**src/rtl/multicycle_pkg.sv**
```systemverilog
// rtl/multicycle_pkg.sv - shared types, opcodes and select encodings for the multi-cycle control unit
package multicycle_pkg;

   typedef enum logic [3:0] {
      S_FETCH    = 4'd0,
      S_DECODE   = 4'd1,
      S_MEMADR   = 4'd2,
      S_MEMREAD  = 4'd3,
      S_MEMWB    = 4'd4,
      S_MEMWRITE = 4'd5,
      S_EXECR    = 4'd6,
      S_EXECI    = 4'd7,
      S_ALUWB    = 4'd8,
      S_BEQ      = 4'd9,
      S_JAL      = 4'd10
   } state_t;

   typedef enum logic [1:0] {
      ALUOP_ADD   = 2'b00,
      ALUOP_SUB   = 2'b01,
      ALUOP_FUNCT = 2'b10
   } aluop_t;

   localparam logic [6:0] OP_LW    = 7'b0000011;
   localparam logic [6:0] OP_SW    = 7'b0100011;
   localparam logic [6:0] OP_RTYPE = 7'b0110011;
   localparam logic [6:0] OP_ITYPE = 7'b0010011;
   localparam logic [6:0] OP_BEQ   = 7'b1100011;
   localparam logic [6:0] OP_JAL   = 7'b1101111;

   localparam logic [2:0] ALU_ADD = 3'b000;
   localparam logic [2:0] ALU_SUB = 3'b001;
   localparam logic [2:0] ALU_AND = 3'b010;
   localparam logic [2:0] ALU_OR  = 3'b011;
   localparam logic [2:0] ALU_SLT = 3'b101;

   localparam logic [1:0] RES_ALUOUT    = 2'b00;
   localparam logic [1:0] RES_DATA      = 2'b01;
   localparam logic [1:0] RES_ALURESULT = 2'b10;

   localparam logic [1:0] SRCA_PC    = 2'b00;
   localparam logic [1:0] SRCA_OLDPC = 2'b01;
   localparam logic [1:0] SRCA_A     = 2'b10;

   localparam logic [1:0] SRCB_WD   = 2'b00;
   localparam logic [1:0] SRCB_IMM  = 2'b01;
   localparam logic [1:0] SRCB_FOUR = 2'b10;

   localparam logic [1:0] IMM_I = 2'b00;
   localparam logic [1:0] IMM_S = 2'b01;
   localparam logic [1:0] IMM_B = 2'b10;
   localparam logic [1:0] IMM_J = 2'b11;

   function automatic logic op_is_legal(input logic [6:0] op);
      return (op == OP_LW) || (op == OP_SW) || (op == OP_RTYPE) ||
             (op == OP_ITYPE) || (op == OP_BEQ) || (op == OP_JAL);
   endfunction

   function automatic logic [1:0] imm_src_of(input logic [6:0] op);
      case (op)
         OP_SW:   return IMM_S;
         OP_BEQ:  return IMM_B;
         OP_JAL:  return IMM_J;
         default: return IMM_I;
      endcase
   endfunction

endpackage

```
**src/rtl/alu_decoder.sv**
```systemverilog
// rtl/alu_decoder.sv - maps ALUOp and funct fields onto the ALU operation code
module alu_decoder
   import multicycle_pkg::*;
(
   input  logic [1:0] i_ALUOp,
   input  logic [2:0] i_funct3,
   input  logic       i_funct7_5,
   input  logic       i_op_5,
   output logic [2:0] o_ALUControl
);

   always_comb begin
      o_ALUControl = ALU_ADD;
      case (i_ALUOp)
         ALUOP_SUB:   o_ALUControl = ALU_SUB;
         ALUOP_FUNCT: begin
            case (i_funct3)
               // op[5] separates R-type sub from addi, whose imm[10] lands on funct7_5
               3'b000:  o_ALUControl = (i_op_5 & i_funct7_5) ? ALU_SUB : ALU_ADD;
               3'b010:  o_ALUControl = ALU_SLT;
               3'b110:  o_ALUControl = ALU_OR;
               3'b111:  o_ALUControl = ALU_AND;
               default: o_ALUControl = ALU_ADD;
            endcase
         end
         default:     o_ALUControl = ALU_ADD;
      endcase
   end

endmodule

```
**src/rtl/multicycle_control.sv**
```systemverilog
// rtl/multicycle_control.sv - multi-cycle RV32I control unit: Moore main decoder plus ALU/immediate decode
module multicycle_control
   import multicycle_pkg::*;
#(
   parameter state_t RESET_STATE = S_FETCH
) (
   input  logic       i_Clk,
   input  logic       i_Reset,
   input  logic [6:0] i_OpCode,
   input  logic [2:0] i_funct3,
   input  logic       i_funct7_5,
   input  logic       i_Zero,
   output logic       o_PCWrite,
   output logic       o_AdrSrc,
   output logic       o_IRWrite,
   output logic [1:0] o_ResultSrc,
   output logic       o_MemWrite,
   output logic [1:0] o_ALUSrcA,
   output logic [1:0] o_ALUSrcB,
   output logic [1:0] o_ImmSrc,
   output logic       o_RegWrite,
   output logic [2:0] o_ALUControl,
   output logic       o_InstrDone,
   output logic       o_Illegal
);

   state_t r_state;
   state_t w_next_state;
   logic   r_illegal;
   aluop_t w_aluop;
   logic   w_pc_update;
   logic   w_branch;
   logic   w_op_legal;

   assign w_op_legal = op_is_legal(i_OpCode);

   always_ff @(posedge i_Clk) begin
      if (i_Reset) begin
         r_state   <= RESET_STATE;
         r_illegal <= 1'b0;
      end else begin
         r_state <= w_next_state;
         if (r_state == S_DECODE && !w_op_legal)
            r_illegal <= 1'b1;
      end
   end

   always_comb begin
      w_next_state = S_FETCH;
      case (r_state)
         S_FETCH:  w_next_state = S_DECODE;
         S_DECODE: begin
            case (i_OpCode)
               OP_LW, OP_SW: w_next_state = S_MEMADR;
               OP_RTYPE:     w_next_state = S_EXECR;
               OP_ITYPE:     w_next_state = S_EXECI;
               OP_BEQ:       w_next_state = S_BEQ;
               OP_JAL:       w_next_state = S_JAL;
               default:      w_next_state = S_FETCH;
            endcase
         end
         S_MEMADR:  w_next_state = i_OpCode[5] ? S_MEMWRITE : S_MEMREAD;
         S_MEMREAD: w_next_state = S_MEMWB;
         S_EXECR:   w_next_state = S_ALUWB;
         S_EXECI:   w_next_state = S_ALUWB;
         S_JAL:     w_next_state = S_ALUWB;
         default:   w_next_state = S_FETCH;
      endcase
   end

   // Reset masks every state-decoded output so a half-finished instruction cannot write anything
   always_comb begin
      w_pc_update = 1'b0;
      w_branch    = 1'b0;
      w_aluop     = ALUOP_ADD;
      o_AdrSrc    = 1'b0;
      o_IRWrite   = 1'b0;
      o_ResultSrc = RES_ALUOUT;
      o_MemWrite  = 1'b0;
      o_ALUSrcA   = SRCA_PC;
      o_ALUSrcB   = SRCB_WD;
      o_RegWrite  = 1'b0;
      o_InstrDone = 1'b0;
      if (!i_Reset) begin
         case (r_state)
            S_FETCH: begin
               o_IRWrite   = 1'b1;
               o_ALUSrcB   = SRCB_FOUR;
               o_ResultSrc = RES_ALURESULT;
               w_pc_update = 1'b1;
            end
            S_DECODE: begin
               o_ALUSrcA   = SRCA_OLDPC;
               o_ALUSrcB   = SRCB_IMM;
               o_InstrDone = !w_op_legal;
            end
            S_MEMADR: begin
               o_ALUSrcA = SRCA_A;
               o_ALUSrcB = SRCB_IMM;
            end
            S_MEMREAD: o_AdrSrc = 1'b1;
            S_MEMWB: begin
               o_ResultSrc = RES_DATA;
               o_RegWrite  = 1'b1;
               o_InstrDone = 1'b1;
            end
            S_MEMWRITE: begin
               o_AdrSrc    = 1'b1;
               o_MemWrite  = 1'b1;
               o_InstrDone = 1'b1;
            end
            S_EXECR: begin
               o_ALUSrcA = SRCA_A;
               w_aluop   = ALUOP_FUNCT;
            end
            S_EXECI: begin
               o_ALUSrcA = SRCA_A;
               o_ALUSrcB = SRCB_IMM;
               w_aluop   = ALUOP_FUNCT;
            end
            S_ALUWB: begin
               o_RegWrite  = 1'b1;
               o_InstrDone = 1'b1;
            end
            S_BEQ: begin
               o_ALUSrcA   = SRCA_A;
               w_aluop     = ALUOP_SUB;
               w_branch    = 1'b1;
               o_InstrDone = 1'b1;
            end
            S_JAL: begin
               o_ALUSrcA   = SRCA_OLDPC;
               o_ALUSrcB   = SRCB_FOUR;
               w_pc_update = 1'b1;
            end
            default: ;
         endcase
      end
   end

   assign o_PCWrite = w_pc_update | (w_branch & i_Zero);
   assign o_ImmSrc  = imm_src_of(i_OpCode);
   assign o_Illegal = r_illegal;

   alu_decoder u_alu_decoder (
      .i_ALUOp      (w_aluop),
      .i_funct3     (i_funct3),
      .i_funct7_5   (i_funct7_5),
      .i_op_5       (i_OpCode[5]),
      .o_ALUControl (o_ALUControl)
   );

endmodule

```
**config.mk**
```make
export PLATFORM = sky130hd
export DESIGN_NAME = multicycle_control
export DESIGN_NICKNAME = d
export VERILOG_FILES = /design/src/rtl/multicycle_pkg.sv /design/src/rtl/alu_decoder.sv /design/src/rtl/multicycle_control.sv
export SDC_FILE = /design/constraint.sdc
export NUM_CORES = 1
export LEC_CHECK = 0
export CORE_MARGIN = 1
export CORE_UTILIZATION = 39
export DETAILED_ROUTE_END_ITERATION = 10
export PLACE_DENSITY = 0.75
export SYNTH_ARGS = -nofsm -noshare
export SYNTH_HDL_FRONTEND = slang
export SYNTH_HIERARCHICAL = 1
export SYNTH_SLANG_ARGS = --single-unit
```
**constraint.sdc**
```tcl
create_clock -name i_Clk -period 2.8 [get_ports i_Clk]
set_input_delay 0.56 -clock i_Clk [delete_from_list [all_inputs] [get_ports i_Clk]]
set_output_delay 0.56 -clock i_Clk [all_outputs]
set_load 0.02 [all_outputs]
```
Word level (Yosys, flattened, before mapping):

Cells that the tools add are included.

* register bits: 5
* input port bits: 14
* output and inout bits: 18

* eq/ne operators: 21
* reductions and logical operators: 19
* bitwise gates (word level): 3
* mux-type cells: 29

Operator list (count)
* $pmux 4 s5: 2
* $eq 4x3->1 const B: 4
* $pmux 2 s2: 4
* $eq 7x6->1 const B: 2
* $eq 7x7->1 const B: 2
* $mux 1: 14
* $eq 4x4->1 const B: 3
* $pmux 3 s4: 1
* $reduce_or 2->1: 6
* $eq 4x2->1 const B: 2
* $mux 2: 4
* $reduce_or 4->1: 2
* $eq 7x2->1 const B: 1
* $eq 7x5->1 const B: 1
* $eq 3x3->1 const B: 2
* $pmux 2 s3: 1
* $pmux 3 s2: 1
* $reduce_or 3->1: 2
* $logic_or 1x1->1: 5
* $eq 4x1->1 const B: 1
* $logic_not 4->1: 1
* $eq 3x2->1 const B: 1
* $logic_not 3->1: 1
* $mux 3: 1
* other kinds (7): 8

Logic depth before layout (Yosys ltp):

Gate-level depths: netlist (run 1).

* depth after elaboration: 9
* gate-level depth with buffers: 8

Modules after synthesis:

Netlist (run 1), hierarchy kept.

Modules (own cells, without submodules)
* multicycle_control: sequential area each 100.1 µm², instances 1, area each 540.5 µm², cells an instance 76
* alu_decoder: sequential area each 0.0 µm², instances 1, area each 96.3 µm², cells an instance 11

Worst setup path before layout (run 1):

No wires, ideal clock.

* path type: register to output
* start point: reg r_state[3]
* end point: out o_ALUControl[2]
* cell stages (with the launch flop): 7
* buffers on the path: 2
* arrival: 2.148 ns
* slack: 0.092 ns
* cell sequence: dfxtp_1 buf_2 buf_2 nor4b_1 inv_1 ha_1 nor4b_1

* longest elaborated chain between the ends: 6

RTL lines
* from (decl): line multicycle_control.sv:27 `state_t r_state;`
* from (signal assigned): line multicycle_control.sv:42 `r_state <= w_next_state;`
* $eq 4x3->1: line multicycle_control.sv:85 `case (r_state)`
* $reduce_or 2->1 (no source line)
* $pmux 2 s2 *: line multicycle_control.sv:85
* $mux 2 *: line multicycle_control.sv:84 `if (!i_Reset) begin`
* named net w_aluop[0]: line multicycle_control.sv:30 `aluop_t w_aluop;`
* $eq 2x2->1 or $eq 2x1->1 (tied branches): line alu_decoder.sv:14 `case (i_ALUOp)`
* $pmux 3 s2 *: line alu_decoder.sv:14
* to (decl): line multicycle_control.sv:22 `output logic [2:0] o_ALUControl,`

Mark *: on every way through the listed nets, which the timed path passes. The rest lies on a longest branch.

Worst setup path in the final report (run 1):

* start point: in i_Reset
* end point: out o_ALUControl[0]

* longest elaborated chain between the ends: 3

RTL lines
* from (decl): line multicycle_control.sv:8 `input logic i_Reset,`
* $mux 2 *: line multicycle_control.sv:84
* named net w_aluop[1]: line multicycle_control.sv:30
* $eq 2x2->1 or $eq 2x1->1 (tied branches): line alu_decoder.sv:14
* $pmux 3 s2 *: line alu_decoder.sv:14

Marked as above.

==> run metrics, run 1 <==
vias per cell=5.57; Rows=14; Final nets=151; crit path max fanout=2; syn avg cell area=7.32 sq um; Simple-Gate Fraction of Synth Area=44.0%; post-synthesis mux area share=under 10%; unrepaired setup endpoints after global routing=true; clk slew on worst S/H paths=0.04 ns; Leakage=0.516 nW; crit end category=output port; placed cell count=~150; TritonRoute pass-1 iters=4; fin. max-slew vios=0; grt ovf=0; Layout area overhead=77.8%; run status=finished, final reports clean; max_cap viols=0; WHS Endpoint=o_Illegal; crit path DAT=2.19 ns; post-CTS setup buffer count=0; Iter 0 DRT Violations=9; total length of routed wires=1.99 mm; count of non-filler cells in the finished layout=150; endpoints failing setup=0; initial antenna violation count=0; Reg-to-Reg End=r_state[3]; hold_sp=o_Illegal; post-synthesis sequential area ratio=15.7%; Mapped Area=637 sq um; Tmin final=2.75 ns; CTS sink count=5; cell area after placement=approximately 0.0011 sq mm; Power Density=roughly 240 mW/mm^2; worst slew pin tran=0.372 ns; Hold Fails Final Rpt=0; DR vias=around 840; Die Span Y=42.4 um; largest net degree at the start of global routing=16; H-tree depth=1; Core Box Area=between 0.0015 and 0.002 sq mm; worst hold stages=2; CTS tree=yes; root buf cell=clkbuf_4; Seq cells post-synth=5; Die ar.=0.00180 sq mm; Synth Area in XOR/XNOR=6.88%; GPL Wtd Cong=0.891; crit start category=input pin; drt drc=0; Pwr Total=0.000268 W; reg2reg path depth=5; Final HPWL DP=~1.5 mm; Max transition margin=75.0%; vias in the first global route=794; reg2reg start=r_state[0]; R2R Setup Slk=roughly 1.4 ns; Die Wd=42.4 um; number of diodes=0; Yosys cell types=37; Setup TNS=0 ns; Mapped Nets=~100; Starting Density=41.8%; Global Route Usage Sum=23.2%; Final ANT Viol Nets=0; first-pass GRT wire length=3.24 mm; number of I/O pins=32; Setup Skew=between 0.002 and 0.0025 ns; complex-gate fraction of the synthesized area=18.5%; Mapped Cells=87; post-route clock period utilization=98.3%; Crit Path Category=input pin to output port; routed length per placed instance=about 13 um; Final Cell Area=0.00113 sq mm; Hold Path Class=flip-flop to flip-flop; Max rail drop VDD=about 0.00039 V; Inserted Clock Buffers=3; hold slack=0.460 ns; Critical Path RT=2.24 ns; largest family of logic cells by synthesized area=simple AND/OR/NAND/NOR gates; Syn. warnings=6; Hold Buf Count CTS=0; clk_lat worst skew=0.24 ns; layout cells sized above 1=31.3%; Bufs on Longest Clock Path=2; area share of fa/ha/maj cells after synthesis=3.93%; fmax=363 MHz; Buffers on Ports=31
## power breakdown
part	leakage, nW	switching, W	internal (W)	total [W]
Sequential	0.0409	0.00000207	0.0000745	0.0000766
Combinational	0.460	0.0000498	0.0000560	0.000106
Clock	0.0150	0.0000313	0.0000540	0.0000853
## cell families (layout without fill, tap and decap cells)
group                    count (synthesis)  in the layout
AND/OR/NAND/NOR                         44             44
flip-flops                               5              5
adder cells (fa/ha/maj)                  2              2
XOR/XNOR                                 5              5
AO/OA/AOI/OAI                           17             17
buffers and inverters                   13             60
multiplexers                             1              1
## registers in the layout, indices dropped and copies added, names as in the netlist
signal / count
r_state: 4
o_Illegal: 1
## metrics by stage
stage | utilization (%) | setup WS (ns)
2_1_floorplan | - | 0.0919
3_3_place_gp | 70.6 | -0.491
3_5_place_dp | 70.6 | -0.529
4_1_cts | 72.2 | -0.00787
5_1_grt | 74.3 | -0.0104
6_report | 74.3 | 0.0474
## layer usage
metal / share of wire (%) / track usage (%) / wire length, um
met5: 0 / 0 / 0
met4: 2.7 / 11.3 / 53
met3: 4.0 / 3.88 / 79
met2: 52 / 41.5 / 1030
met1: 41 / 26.2 / 819
## placed cells by master, fill, tap and decap left out, types with 3 or more instances in the layout
cell type	count
xor2_1	3
nand2_1	3
clkbuf_4	3
nand3b_1	3
dlymetal6s2s_1	4
buf_4	22
inv_1	5
clkdlybuf4s50_1	18
a21oi_1	4
nor2_1	8
nand2b_1	3
dlygate4sd2_1	5
dfxtp_1	5
nor3_1	6
## area by class of cell
class	count	area, sq um
inverters	5	18.8
well taps	16	20.0
fillers	129	392
flip-flops and latches	5	100
multi-input cells	69	518
clock buffers	4	26.3
repair buffers	51	449
## critical path, cell delays in order
cell	delay, ns
clkdlybuf4s50_1	0.45
buf_4	0.16
nor2_2	0.10
nand2_2	0.09
nor2_4	0.13
ha_4	0.16
nand2b_4	0.06
a221oi_2	0.29
buf_4	0.19
## synth_stat cells
cell type  instances  share of area [%]
a211oi_1           2                2.4
a21oi_1            4                3.1
a221oi_2           1                2.4
a22oi_1            1                1.2
a31oi_1            2                2.0
and3_1             1               0.98
and4b_2            1                1.8
buf_2              6                4.7
buf_4              1                1.2
clkbuf_1           1               0.59
dfxtp_1            5                 16
ha_1               2                3.9
inv_1              5                2.9
mux2i_1            1                1.6
nand2_1            4                2.4
nand2b_1           3                2.9
nand2b_4           2                4.3
nand3_1            2                1.6
nand3b_1           3                3.5
nor2_1            10                5.9
nor3_1             6                4.7
nor3_2             2                3.1
nor3b_1            2                2.4
nor4_1             1               0.98
nor4_2             1                2.0
nor4b_1            2                2.8
nor4bb_1           1                1.6
o211ai_1           1                1.2
o21a_1             1                1.2
o21ai_0            2                1.6
o21ai_1            1               0.79
o32ai_1            2                2.8
or2_2              1               0.98
or3_1              1               0.98
or4_1              1                1.2
xnor2_1            2                2.8
xor2_1             3                4.1
## how the worst max path moves through the flow
stage	from	end	slack [ns]	cells after the start
final	i_Reset	o_ALUControl[0]	0.05	9
after global routing	i_Reset	o_ALUControl[0]	-0.01	9
after CTS	i_Reset	o_ALUControl[0]	-0.008	9
after detailed placement	i_Reset	o_ALUControl[0]	-0.53	9
after global placement	i_Reset	o_ALUControl[2]	-0.49	6
after floorplan	r_state[3]	o_ALUControl[2]	0.09	6
## what timing repair did
action | in CTS | in global routing
setup endpoints to repair | 9 | 8
pin swaps | 0 | 0
resized for setup | 26 | 10
Power figures use the tool's default switching activity.
==> inputs of run 2 (changes only) <==
--- a/config.mk
+++ b/config.mk
@@ -9,7 +9,9 @@
 export CORE_UTILIZATION = 39
 export DETAILED_ROUTE_END_ITERATION = 10
 export PLACE_DENSITY = 0.75
+export SLEW_MARGIN = 20
 export SYNTH_ARGS = -nofsm -noshare
 export SYNTH_HDL_FRONTEND = slang
 export SYNTH_HIERARCHICAL = 1
 export SYNTH_SLANG_ARGS = --single-unit
+export TNS_END_PERCENT = 30
==> run metrics, run 2 (synthesized netlist as in run 1, its figures left out) <==
Die Wd=~42 um; Rows=14; unrepaired setup endpoints after global routing=true; Max transition margin=75.0%; total length of routed wires=1.99 mm; Hold Path Class=flip-flop to flip-flop; Starting Density=41.8%; crit start category=input pin; hold_sp=o_Illegal; Layout area overhead=77.0%; fillers=130; clk slew on worst S/H paths=0.04 ns; placed cell count=approximately 150; root buf cell=clkbuf_4; Final HPWL DP=1.54 mm; violated checks=negative setup slack; Hold Fails Final Rpt=0; Global Route Usage Sum=a little under a quarter; Iter 0 DRT Violations=15; layout cells sized above 1=between 20 and 30%; Power Density=237 mW/mm^2; reg2reg path depth=5; count of non-filler cells in the finished layout=150; hold slack=0.460 ns; CTS sink count=5; Final ANT Viol Nets=0; routed length per placed instance=13.3 um; first-pass GRT wire length=3.24 mm; DR vias=about 840; reg2reg start=r_state[0]; fmax=357 MHz; Hold Buf Count CTS=0; Buffers on Ports=31; largest reg by FF count=r_state; run status=complete, but fails checks; Setup Skew=0.00221 ns; vias per cell=~5.6; Critical Path RT=around 2.2 ns; largest net degree at the start of global routing=16; post-route clock period utilization=100%; worst slew pin tran=roughly 0.37 ns; number of I/O pins=32; crit path from=i_Reset; CTS tree=yes; vias in the first global route=around 800; Final Cell Area=0.00113 sq mm; Inserted Clock Buffers=3; Multi-input gate area=513 sq um; busiest layer in global routing=met2; Bufs on Longest Clock Path=2; Tmin final=2.80 ns; slack of the critical path=-0.00224 ns; Final nets=about 150; max_cap viols=0; Crit Path Category=input pin to output port; Leakage=~0.51 nW; M1 GR Usage=26.2%; endpoints failing setup=1; crit end category=output port; clk_lat worst skew=roughly 0.24 ns; Core Box Area=approximately 0.0015 sq mm; Largest register FFs=4; crit path DAT=2.24 ns; GR Util met2=41.5%; Pwr Total=~0.00027 W; Die Span Y=42.4 um; Die ar.=~0.0018 sq mm; number of diodes=0; fin. max-slew vios=0; worst hold stages=2; post-CTS setup buffer count=0; register area=100 sq um; R2R Setup Slk=1.44 ns; commonest non-fill, non-tap cell in the layout=buf_4; Global Route met3 Usage=3.88%; TritonRoute pass-1 iters=4; grt ovf=0; commonest cells after routing, fill and taps aside=buf_4 (22), clkdlybuf4s50_1 (18), nor2_1 (9); Max rail drop VDD=0.000391 V; cell area after placement=approximately 0.0011 sq mm; H-tree depth=1; crit path max fanout=2; GPL Wtd Cong=0.891; initial antenna violation count=0; drt drc=0
run 2: cell counts in the layout (fill, tap and decap cells not counted):
Identical to the previous run, type by type.
run 2: path summary, 6_finish.rpt:
| kind | endpoint |
|---|---|
| setup / recovery | o_ALUControl[0] |
| hold / removal | o_Illegal |
| setup reg to reg | r_state[3] |
| hold reg to reg | o_Illegal |
run 2: through the flow:
step / setup slack (ns) / setup TNS, ns / utilization [%]
2_1_floorplan: 0.0919 / 0 / -
4_1_cts: -0.00787 / -0.00787 / 72.2
3_5_place_dp: -0.529 / -2.24 / 70.6
6_report: -0.00224 / -0.00224 / 74.0
5_1_grt: -0.0731 / -0.101 / 74.0
3_3_place_gp: -0.491 / -2.07 / 70.6
run 2: power breakdown:
part	internal, W	switching (W)	leakage, nW
combinational	0.0000558	0.0000496	0.459
sequential	0.0000745	0.00000206	0.0409
clock	0.0000540	0.0000313	0.0150
total	0.000184	0.0000829	0.515
run 2: layout make-up:
type                    count  share of cell area, %
repair buffers             51                   39.8
clock buffers               4                   2.33
multi-input cells          69                   45.5
inverters                   5                   1.66
flip-flops and latches      5                   8.88
well taps                  16                   1.78
run 2: what timing repair did:
item                       in CTS  in global routing
hold endpoints to repair        0                  0
resized for setup              26                  8
pin swaps                       0                  0
setup endpoints to repair       9                  8
run 2: critical path: stages:
cell	delay, ns
clkdlybuf4s50_1	0.45
buf_4	0.16
nor2_1	0.11
nand2_1	0.12
nor2_4	0.14
ha_4	0.16
nand2b_4	0.06
a221oi_2	0.29
buf_4	0.19
run 2: metal layers:
metal,wire length [um],vias to the layer above,part of all wire (%)
met4,53,0,2.7
met5,0,-,0
li1,-,410,-
met3,79,8,4.0
met1,825,393,41
met2,1030,28,52
